===== config.mk =====
export PLATFORM = sky130hd
export DESIGN_NAME = stim_seq_player
export DESIGN_NICKNAME = d
export VERILOG_FILES = /design/src/rtl/stim_seq_player.sv
export SDC_FILE = /design/constraint.sdc
export NUM_CORES = 2
export LEC_CHECK = 0
export CAP_MARGIN = 20
export CORE_MARGIN = 3
export CORE_UTILIZATION = 49
export DETAILED_ROUTE_END_ITERATION = 10
export GPL_ROUTABILITY_DRIVEN = 1
export PLACE_DENSITY = 0.67
export SYNTH_ARGS = -nofsm -noshare
export SYNTH_HDL_FRONTEND = slang
export SYNTH_SLANG_ARGS = --single-unit
export TNS_END_PERCENT = 100

===== constraint.sdc =====
create_clock -name clk -period 3.1 [get_ports clk]
set_clock_uncertainty 0.2 [all_clocks]
set_input_delay 0.465 -clock clk [delete_from_list [all_inputs] [get_ports clk]]
set_output_delay 0.465 -clock clk [all_outputs]
set_load 0.05 [all_outputs]

===== src/rtl/stim_seq_player.sv =====
// ============================================================================
// Module   : stim_seq_player
// Purpose  : Vector player/checker: drives {rst,in} vectors into a DUT and
//            counts output mismatches after CMP_LAT cycles.
// Option   : STIM_SEQ_LOOP_EN adds a 'loop' input for continuous playback.
// Revision : 1.0 - initial release
// ============================================================================
`default_nettype none

module stim_seq_player #(
  parameter int IN_LEN  = 8,
  parameter int OUT_LEN = 19,
  parameter int DEPTH   = 110,
  parameter int AW      = 7,
  parameter int CMP_LAT = 1,
  parameter int ERR_W   = 16
) (
  input  logic                      clk,
  input  logic                      rst,
  input  logic                      ld_en,
  input  logic [AW-1:0]             ld_addr,
  input  logic [OUT_LEN+IN_LEN:0]   ld_data,
  input  logic [AW:0]               num_vec,
  input  logic                      start,
  input  logic                      abort,
`ifdef STIM_SEQ_LOOP_EN
  input  logic                      loop,
`endif
  output logic                      dut_rst,
  output logic [IN_LEN-1:0]         dut_in,
  input  logic [OUT_LEN-1:0]        dut_out,
  output logic                      busy,
  output logic                      done,
  output logic [ERR_W-1:0]          err_cnt,
  output logic                      first_err_vld,
  output logic [AW-1:0]             first_err_idx,
  output logic [AW-1:0]             cur_idx
);

  localparam int            c_VW        = OUT_LEN + 1 + IN_LEN;
  localparam logic [AW:0]   c_DEPTH     = (AW+1)'(DEPTH);
  localparam logic [AW:0]   c_NUM_ONE   = 1;
  localparam logic [AW-1:0] c_PTR_ONE   = 1;
  localparam logic [ERR_W-1:0] c_ERR_ONE = 1;
  localparam logic [2:0]    c_DRAIN_END = 3'(CMP_LAT - 1);

  localparam logic [1:0] S_IDLE  = 2'd0;
  localparam logic [1:0] S_PLAY  = 2'd1;
  localparam logic [1:0] S_DRAIN = 2'd2;
  localparam logic [1:0] S_DONE  = 2'd3;

  logic [c_VW-1:0]    r_mem [0:DEPTH-1];
  logic [1:0]         r_state;
  logic [AW:0]        r_num;
  logic [AW-1:0]      r_rd_ptr;
  logic [2:0]         r_drain_cnt;
  logic               r_dut_rst;
  logic [IN_LEN-1:0]  r_dut_in;
  logic [AW-1:0]      r_cur_idx;
  logic [ERR_W-1:0]   r_err_cnt;
  logic               r_first_vld;
  logic [AW-1:0]      r_first_idx;

  // Compare pipeline: stage k holds the vector driven k+1 edges ago.
  logic               r_pv    [CMP_LAT];
  logic [OUT_LEN-1:0] r_pexp  [CMP_LAT];
  logic               r_pvrst [CMP_LAT];
  logic [AW-1:0]      r_pidx  [CMP_LAT];

  logic [c_VW-1:0]    w_vec;
  logic [OUT_LEN-1:0] w_vec_exp;
  logic               w_vec_rst;
  logic [IN_LEN-1:0]  w_vec_in;
  logic               w_idle_or_done;
  logic               w_ld_ok;
  logic               w_start_ok;
  logic               w_nv_ok;
  logic               w_last;
  logic               w_push;
  logic               w_cmp_fail;
  logic               w_loop;

`ifdef STIM_SEQ_LOOP_EN
  logic r_loop;

  always_ff @(posedge clk or negedge rst) begin
    if (!rst) begin
      r_loop <= 1'b0;
    end else if (w_start_ok && w_nv_ok) begin
      r_loop <= loop;
    end
  end

  assign w_loop = r_loop;
`else
  assign w_loop = 1'b0;
`endif

  assign w_vec          = r_mem[r_rd_ptr];
  assign w_vec_exp      = w_vec[c_VW-1 -: OUT_LEN];
  assign w_vec_rst      = w_vec[IN_LEN];
  assign w_vec_in       = w_vec[IN_LEN-1:0];
  assign w_idle_or_done = (r_state == S_IDLE) || (r_state == S_DONE);
  assign w_ld_ok        = ld_en && w_idle_or_done && ({1'b0, ld_addr} < c_DEPTH);
  assign w_start_ok     = start && !abort && w_idle_or_done;
  assign w_nv_ok        = (num_vec != '0) && (num_vec <= c_DEPTH);
  assign w_last         = ({1'b0, r_rd_ptr} == (r_num - c_NUM_ONE));
  assign w_push         = (r_state == S_PLAY) && !abort;
  assign w_cmp_fail     = r_pv[CMP_LAT-1] && !r_pvrst[CMP_LAT-1] && !abort &&
                          (dut_out != r_pexp[CMP_LAT-1]);

  // Vector storage is intentionally not reset.
  always_ff @(posedge clk) begin
    if (w_ld_ok) begin
      r_mem[ld_addr] <= ld_data;
    end
  end

  always_ff @(posedge clk or negedge rst) begin
    if (!rst) begin
      r_state     <= S_IDLE;
      r_num       <= '0;
      r_rd_ptr    <= '0;
      r_drain_cnt <= '0;
      r_dut_rst   <= 1'b1;
      r_dut_in    <= '0;
      r_cur_idx   <= '0;
      r_err_cnt   <= '0;
      r_first_vld <= 1'b0;
      r_first_idx <= '0;
      for (int k = 0; k < CMP_LAT; k++) begin
        r_pv[k]    <= 1'b0;
        r_pexp[k]  <= '0;
        r_pvrst[k] <= 1'b0;
        r_pidx[k]  <= '0;
      end
    end else begin
      r_pv[0]    <= w_push;
      r_pexp[0]  <= w_vec_exp;
      r_pvrst[0] <= w_vec_rst;
      r_pidx[0]  <= r_rd_ptr;
      for (int k = 1; k < CMP_LAT; k++) begin
        r_pv[k]    <= r_pv[k-1];
        r_pexp[k]  <= r_pexp[k-1];
        r_pvrst[k] <= r_pvrst[k-1];
        r_pidx[k]  <= r_pidx[k-1];
      end

      if (w_cmp_fail) begin
        if (r_err_cnt != '1) begin
          r_err_cnt <= r_err_cnt + c_ERR_ONE;
        end
        if (!r_first_vld) begin
          r_first_vld <= 1'b1;
          r_first_idx <= r_pidx[CMP_LAT-1];
        end
      end

      case (r_state)
        S_IDLE, S_DONE: begin
          if (w_start_ok) begin
            if (w_nv_ok) begin
              r_state     <= S_PLAY;
              r_num       <= num_vec;
              r_rd_ptr    <= '0;
              r_err_cnt   <= '0;
              r_first_vld <= 1'b0;
              r_first_idx <= '0;
            end else begin
              r_state <= S_DONE;
            end
          end else if (abort) begin
            r_state <= S_IDLE;
          end
        end
        S_PLAY: begin
          if (abort) begin
            r_state   <= S_IDLE;
            r_dut_rst <= 1'b1;
            for (int k = 0; k < CMP_LAT; k++) r_pv[k] <= 1'b0;
          end else begin
            r_dut_rst <= w_vec_rst;
            r_dut_in  <= w_vec_in;
            r_cur_idx <= r_rd_ptr;
            if (w_last) begin
              r_rd_ptr <= '0;
              if (!w_loop) begin
                r_state     <= S_DRAIN;
                r_drain_cnt <= '0;
              end
            end else begin
              r_rd_ptr <= r_rd_ptr + c_PTR_ONE;
            end
          end
        end
        S_DRAIN: begin
          r_dut_rst <= 1'b1;
          if (abort) begin
            r_state <= S_IDLE;
            for (int k = 0; k < CMP_LAT; k++) r_pv[k] <= 1'b0;
          end else if (r_drain_cnt == c_DRAIN_END) begin
            r_state <= S_DONE;
          end else begin
            r_drain_cnt <= r_drain_cnt + 3'd1;
          end
        end
        default: r_state <= S_IDLE;
      endcase
    end
  end

  assign dut_rst       = r_dut_rst;
  assign dut_in        = r_dut_in;
  assign busy          = (r_state == S_PLAY) || (r_state == S_DRAIN);
  assign done          = (r_state == S_DONE);
  assign err_cnt       = r_err_cnt;
  assign first_err_vld = r_first_vld;
  assign first_err_idx = r_first_idx;
  assign cur_idx       = r_cur_idx;

endmodule

`default_nettype wire


# Yosys cells after proc, flatten, opt, wreduce, memory -nomap -nowiden
# Memories as Yosys holds them, arrays and structs flattened.
# Cells that the tools add are included.
# op_classes
n_addsub	4
bitwise	1
order_cmp	2
mux	38
n_reduce_logical	25
eq_ne	15
# op_table
operator	n
16-bit two-way mux	5
7-bit two-way mux	9
19-bit != test	1
16-bit by 1-bit adder with 16-bit output, second input constant	1
16-bit != test, second input constant	1
2-bit two-way mux	7
7-bit one-hot mux with 2 select lines	1
3-bit two-way mux	4
2-bit != test, second input constant	6
1-bit logical AND	9
1-bit two-way mux	9
3-bit != test, second input constant	3
7-bit by 8-bit equality test with 1-bit output	1
8-bit by 7-bit less-or-equal comparator with 1-bit output, second input constant	1
8-bit nonzero test	1
8-bit by 1-bit subtractor with 8-bit output, second input constant	1
7-bit by 1-bit adder with 7-bit output, second input constant	1
7-bit < comparator, second input constant	1
2-bit one-hot mux with 3 select lines	1
3-bit one-hot mux with 2 select lines	1
3-bit AND reduction	2
5-bit AND reduction	1
2-bit equality test, second input constant	2
4-bit AND reduction	1
other kinds (11)	15
# word_totals
memories	1
output_inout_bits	42
ram_bits	3080
register_bits	88
# mem_list
name	words	word_bits	rd	rd_clocked_by_memory_dff	write_ports	line_no	source
r_mem	110	28	1	0	1	52	logic [c_VW-1:0] r_mem [0:DEPTH-1];

# Longest topological paths before layout
# logic_depth
word_depth	8
depth_mapped	11

# Least setup slack after synthesis
# Ideal clock, no wire load.
# synth_path
path_kind	register to register
from	register r_state[0]
to	memory r_mem[94][0] (netlist bit), enable pin
period_less_slack_ns	3.244
setup_slack_ns	-0.144
path_buffers	1
stages_incl_launch_ff	8
t_arrival_ns	2.631
path_cell_list	dfrtp_1 > inv_1 > ha_1 > o211ai_1 > nor2_1 > nand3_1 > clkbuf_1 > nor2_1
# synth_via
elab_chain_len	6
word_cells_on_any_way	7
# synth_rtl
element	line_no	source
from (decl)	53	logic [1:0] r_state;
from (signal assigned)	121	r_state <= S_IDLE;
from (signal assigned)	163	r_state <= S_PLAY;
from (signal assigned)	170	r_state <= S_DONE;
2-bit equality test / 2-bit logical NOT (equally long branches)	103	assign w_idle_or_done = (r_state == S_IDLE) || (r_state == S_DONE);
1-bit logical OR (*)	103	
1-bit logical AND (*) (2 in a row)	104	assign w_ld_ok = ld_en && w_idle_or_done && ({1'b0, ld_addr} < c_DEPTH);
1-bit two-way mux (*)	114	if (w_ld_ok) begin
1-bit two-way mux (implied by the code) (*)	115	r_mem[ld_addr] <= ld_data;
to (decl)	52	
# Every way passes the cells marked *; elsewhere a longest branch is shown, timed or not.

# Final worst setup path
# layout_path
from	register r_rd_ptr[0]
to	register r_dut_in[3], in the netlist dut_in[3]
# layout_via
elab_chain_len	1
# layout_rtl
element	line_no	source
from (decl)	55	logic [AW-1:0] r_rd_ptr;
from (signal assigned)	192	r_rd_ptr <= r_rd_ptr + c_PTR_ONE;
memory read 110 x 28 bit	n/a	
to (signal assigned)	183	r_dut_in <= w_vec_in;
to (decl)	58	logic [IN_LEN-1:0] r_dut_in;
# Every way passes these cells.
# A chain may end at the register's enable or synchronous reset.

==> key figures <==
Timing
  – Setup violators final: 26
  – Headroom to the max-slew limit: 24.2%
  – Worst Slack Setup Final: -222 ps
  – RSZ-0062 raised after global routing: yes
  – Setup TNS: -2750 ps
  – Fin crit share: 107%
  – Min Clock Period, post-route: around 3300 ps
  – Fin. Hold Viols: 0
  – Fmax: 301 MHz
  – Worst slew pin tran: 1140 ps
  – Pins Over Slew Limit: 0

GRT
  – Largest net degree at the start of global routing: 111
  – Vias in the first global route: roughly 61000
  – Initial antenna violation count: 17
  – Gr usage total: between 20% and 30%
  – Overflow after GRT: 0
  – First-pass GRT wire length: ~470000 microns

Placed design
  – RePlAce Congestion: around 0.86
  – Placed Cells incl. Taps: approximately 9000
  – Number of port buffers: roughly 110
  – DP Wirelength: about 200000 microns

Layout
  – Area growth, synth to finish: 21.5%
  – Finished Layout Cells: between 9000 and 10000
  – Share of post-route cells with drive strength above 1: 37.8%
  – Most frequent cells in the layout: edfxtp_1, mux4_2, buf_4, clkbuf_16, buf_12
  – Fill count: approximately 17000
  – Most common cell after layout, fill and taps aside: edfxtp_1
  – Nets: 6169

Power
  – Sequential share of power: 40.4%
  – IR drop worst, VDD: 0.477 mV
  – Sw Share: roughly 28%
  – Switch Pwr: approximately 0.034 W
  – Power Density: slightly above 800 nW/um^2
  – Clk network pwr share: a little under a third
  – Internal power: around 0.086 W
  – Combinational share of power: between 20% and 30%
  – Pleak: about 47 nW

Worst setup path
  – Critical path type: flop to flop
  – Worst R2R Setup Slack: -220 ps
  – Worst reg2reg endpoint: dut_in[3]
  – Cell family with most CP delay: multiplexers
  – Worst path arrival time: around 4000 ps
  – Crit start category: flop
  – RR Startpoint: r_rd_ptr[0]
  – R2R depth: 9
  – Worst-path cell chain: buf_16 > buf_16 > buf_12 > mux4_2 > mux4_2 > nand2_2 > a2bb2oi_2 > nand4_1 > o221a_2
  – CP Buf/Inv Count: 3
  – Worst setup path end: dut_in[3]
  – Worst Path Required: around 3700 ps
  – CP max stage cell: mux4_2
  – Critical path depth: 9
  – Crit path capture type: flop
  – CP Max Fanout: 8
  – Crit path from: r_rd_ptr[0]
  – Max stage delay on crit path: 590 ps

Detailed routing
  – WL/cell: 34.7 microns
  – Post-Route WL: 335000 microns
  – DRT antenna net count: 0
  – DRT iter0 DRCs: about 9000
  – DRT Pass-1 Iters: 6
  – Remaining DRCs: 0
  – DR vias: 61175
  – Vias per cell: 6.33

Die
  – Die height: between 500 and 600 microns
  – Die W: around 500 microns
  – Initial core utilization: approximately 50%
  – Core footprint: approximately 250000 sq um
  – Cell row count: roughly 180
  – Boundary Pins: 109
  – Die Area: ~250000 sq um

Status
  – Outcome: finished with violations
  – Violated checks: negative setup slack

Synth
  – Post-synthesis xor/xnor area fraction: less than 1%
  – Sequential-to-total area share from yosys stat: 77.8%
  – Post-Synthesis Cells: between 5000 and 6000
  – Synth cell types: 73
  – Most used DFF post-synth: edfxtp_1
  – EDFF count, synth: between 3000 and 4000
  – Syn Nets: about 5200
  – Warnings, synthesis: 0
  – Adder-Cell Fraction of Synth Area: less than 1%
  – Simple-Gate Fraction of Synth Area: 1.48%
  – Cell Area, Synth: 122000 sq um
  – Yosys reg bits: 3168
  – Largest family of logic cells by synthesized area: multiplexers
  – Compound-Gate Fraction of Synth Area: under 10%
  – Avg Cell Area, Syn: between 20 and 25 sq um
  – Mux share of post-synthesis cell area: a little under a fifth
  – Async S/R FF share, synth: 2.78%

Job
  – Number of max-cap violations: 0

CTS
  – Root buf cell: clkbuf_16
  – CTS max path bufs: 4
  – CTS Buf Count: about 330
  – CTS tree: built
  – Worst-Skew Late Latency: 970 ps
  – Clock transition at path regs: ~70 ps
  – Clk sinks: 3168
  – H-tree levels: 5

Hold path
  – Hold Path Class: input port to flop
[registers in the layout, summed over array words and instances (netlist names), 2 cells and up]
signal	cells
cur_idx	7
dut_in	8
err_cnt	16
first_err_idx	7
r_drain_cnt	3
r_mem	3080
r_num	8
r_pexp	19
r_pidx	7
r_rd_ptr	7
r_state	2
[worst min path at each step]
stage	end	slack [ps]	from	cells after the start
after floorplan	cur_idx[0]	-30	rst	0
after global placement	dut_in[0]	270	dut_in[0]	2
after detailed placement	cur_idx[4]	280	cur_idx[4]	2
after CTS	r_mem[39][21]	20	ld_data[21]	1
after global routing	r_mem[44][21]	60	ld_data[21]	1
final	r_mem[44][21]	30	ld_data[21]	1
[logic make-up (layout without fill, tap and decap cells)]
group           Yosys count  count (layout)
flops                  3168            3168
mux                    1058            1058
simple gates            391             391
buf+inv                 286            1466
compound gates          215             215
xor+xnor                 28              28
fa+ha+maj                 8               8
other cells               0              11
[layer usage]
| metal | GRT usage (%) | part of all wire [%] |
|---|---|---|
| met1 | 35.8 | 37 |
| met2 | 42.0 | 49 |
| met3 | 5.77 | 9.7 |
| met4 | 9.43 | 4.1 |
| met5 | 0 | 0.0039 |
[worst reg2reg max path: cells and delay by family (launching register included)]
family / cells / cell delay (ps)
AO/OA/AOI/OAI: 2 / 440
buffers and inverters: 3 / 490
flip-flops: 1 / 470
multiplexers: 2 / 1090
AND/OR/NAND/NOR: 2 / 540
[synthesized netlist by cell type, types with 6 or more instances]
master	count	share of area, %
edfxtp_1	3080	76
mux4_2	913	17
nor2_1	145	0.45
clkbuf_1	130	0.40
nand2_1	109	0.34
mux2i_1	100	0.82
dfrtp_1	87	1.8
buf_2	81	0.33
mux2_2	45	0.42
o21ai_0	42	0.17
o22ai_1	42	0.22
a21oi_1	41	0.17
buf_1	33	0.10
nand3_1	25	0.10
buf_4	19	0.12
or2_1	18	0.093
xor2_1	18	0.13
nor4_1	16	0.082
inv_1	14	0.043
nor2b_1	14	0.072
a221oi_1	12	0.086
nand2b_1	11	0.057
a211oi_1	10	0.062
nand4_1	10	0.051
o31ai_1	10	0.062
xnor2_1	10	0.072
ha_1	8	0.082
nor3_1	8	0.033
o211ai_1	7	0.043
o221ai_1	7	0.050
a22oi_1	6	0.037
a31oi_1	6	0.031
and2_1	6	0.031
and3_1	6	0.031
or3_1	6	0.031
[power by group through the flow]
stage / Sequential (W) / Clock, W / Combinational [W]
floorplan: 0.0492 / 0 / 0.0162
global placement: 0.0493 / 0 / 0.0292
detailed placement: 0.0493 / 0 / 0.0294
CTS: 0.0483 / 0.0383 / 0.0323
global route: 0.0483 / 0.0400 / 0.0349
finish: 0.0484 / 0.0378 / 0.0336
[timing repair]
| item | CTS | global route |
|---|---|---|
| cloned | 17 | 16 |
| endpoints found under the hold margin | 1231 | 0 |
| resized for setup | 191 | 78 |
| pin swaps | 22 | 17 |
| endpoints found under the setup margin | 32 | 39 |
| hold buffers | 36 | 0 |
| setup buffers | 63 | 52 |
[layout make-up]
cell class	instances	area [sq um]	area share, %
inverter	18	76.3	0.0516
tap	3312	4140	2.80
antenna	11	27.5	0.0186
timing repair buffer	875	11500	7.77
clock inverter	176	1510	1.02
clock buffer	397	8700	5.88
sequential	3168	94700	64.1
multi-input combinational	1700	27200	18.4
[metrics by stage]
stage	util, %	area, sq um	setup WS (ps)	hold slack, ps	total power, W
finish	60.0	148000	-222	29.9	0.120
floorplan	-	122000	-144	-30.6	0.0654
global placement	54.4	134000	-679	267	0.0784
CTS	59.5	147000	-134	18.8	0.119
global route	60.0	148000	-197	57.5	0.123
detailed placement	54.4	134000	-665	276	0.0786
No activity file was read; power rests on OpenSTA's default activity.
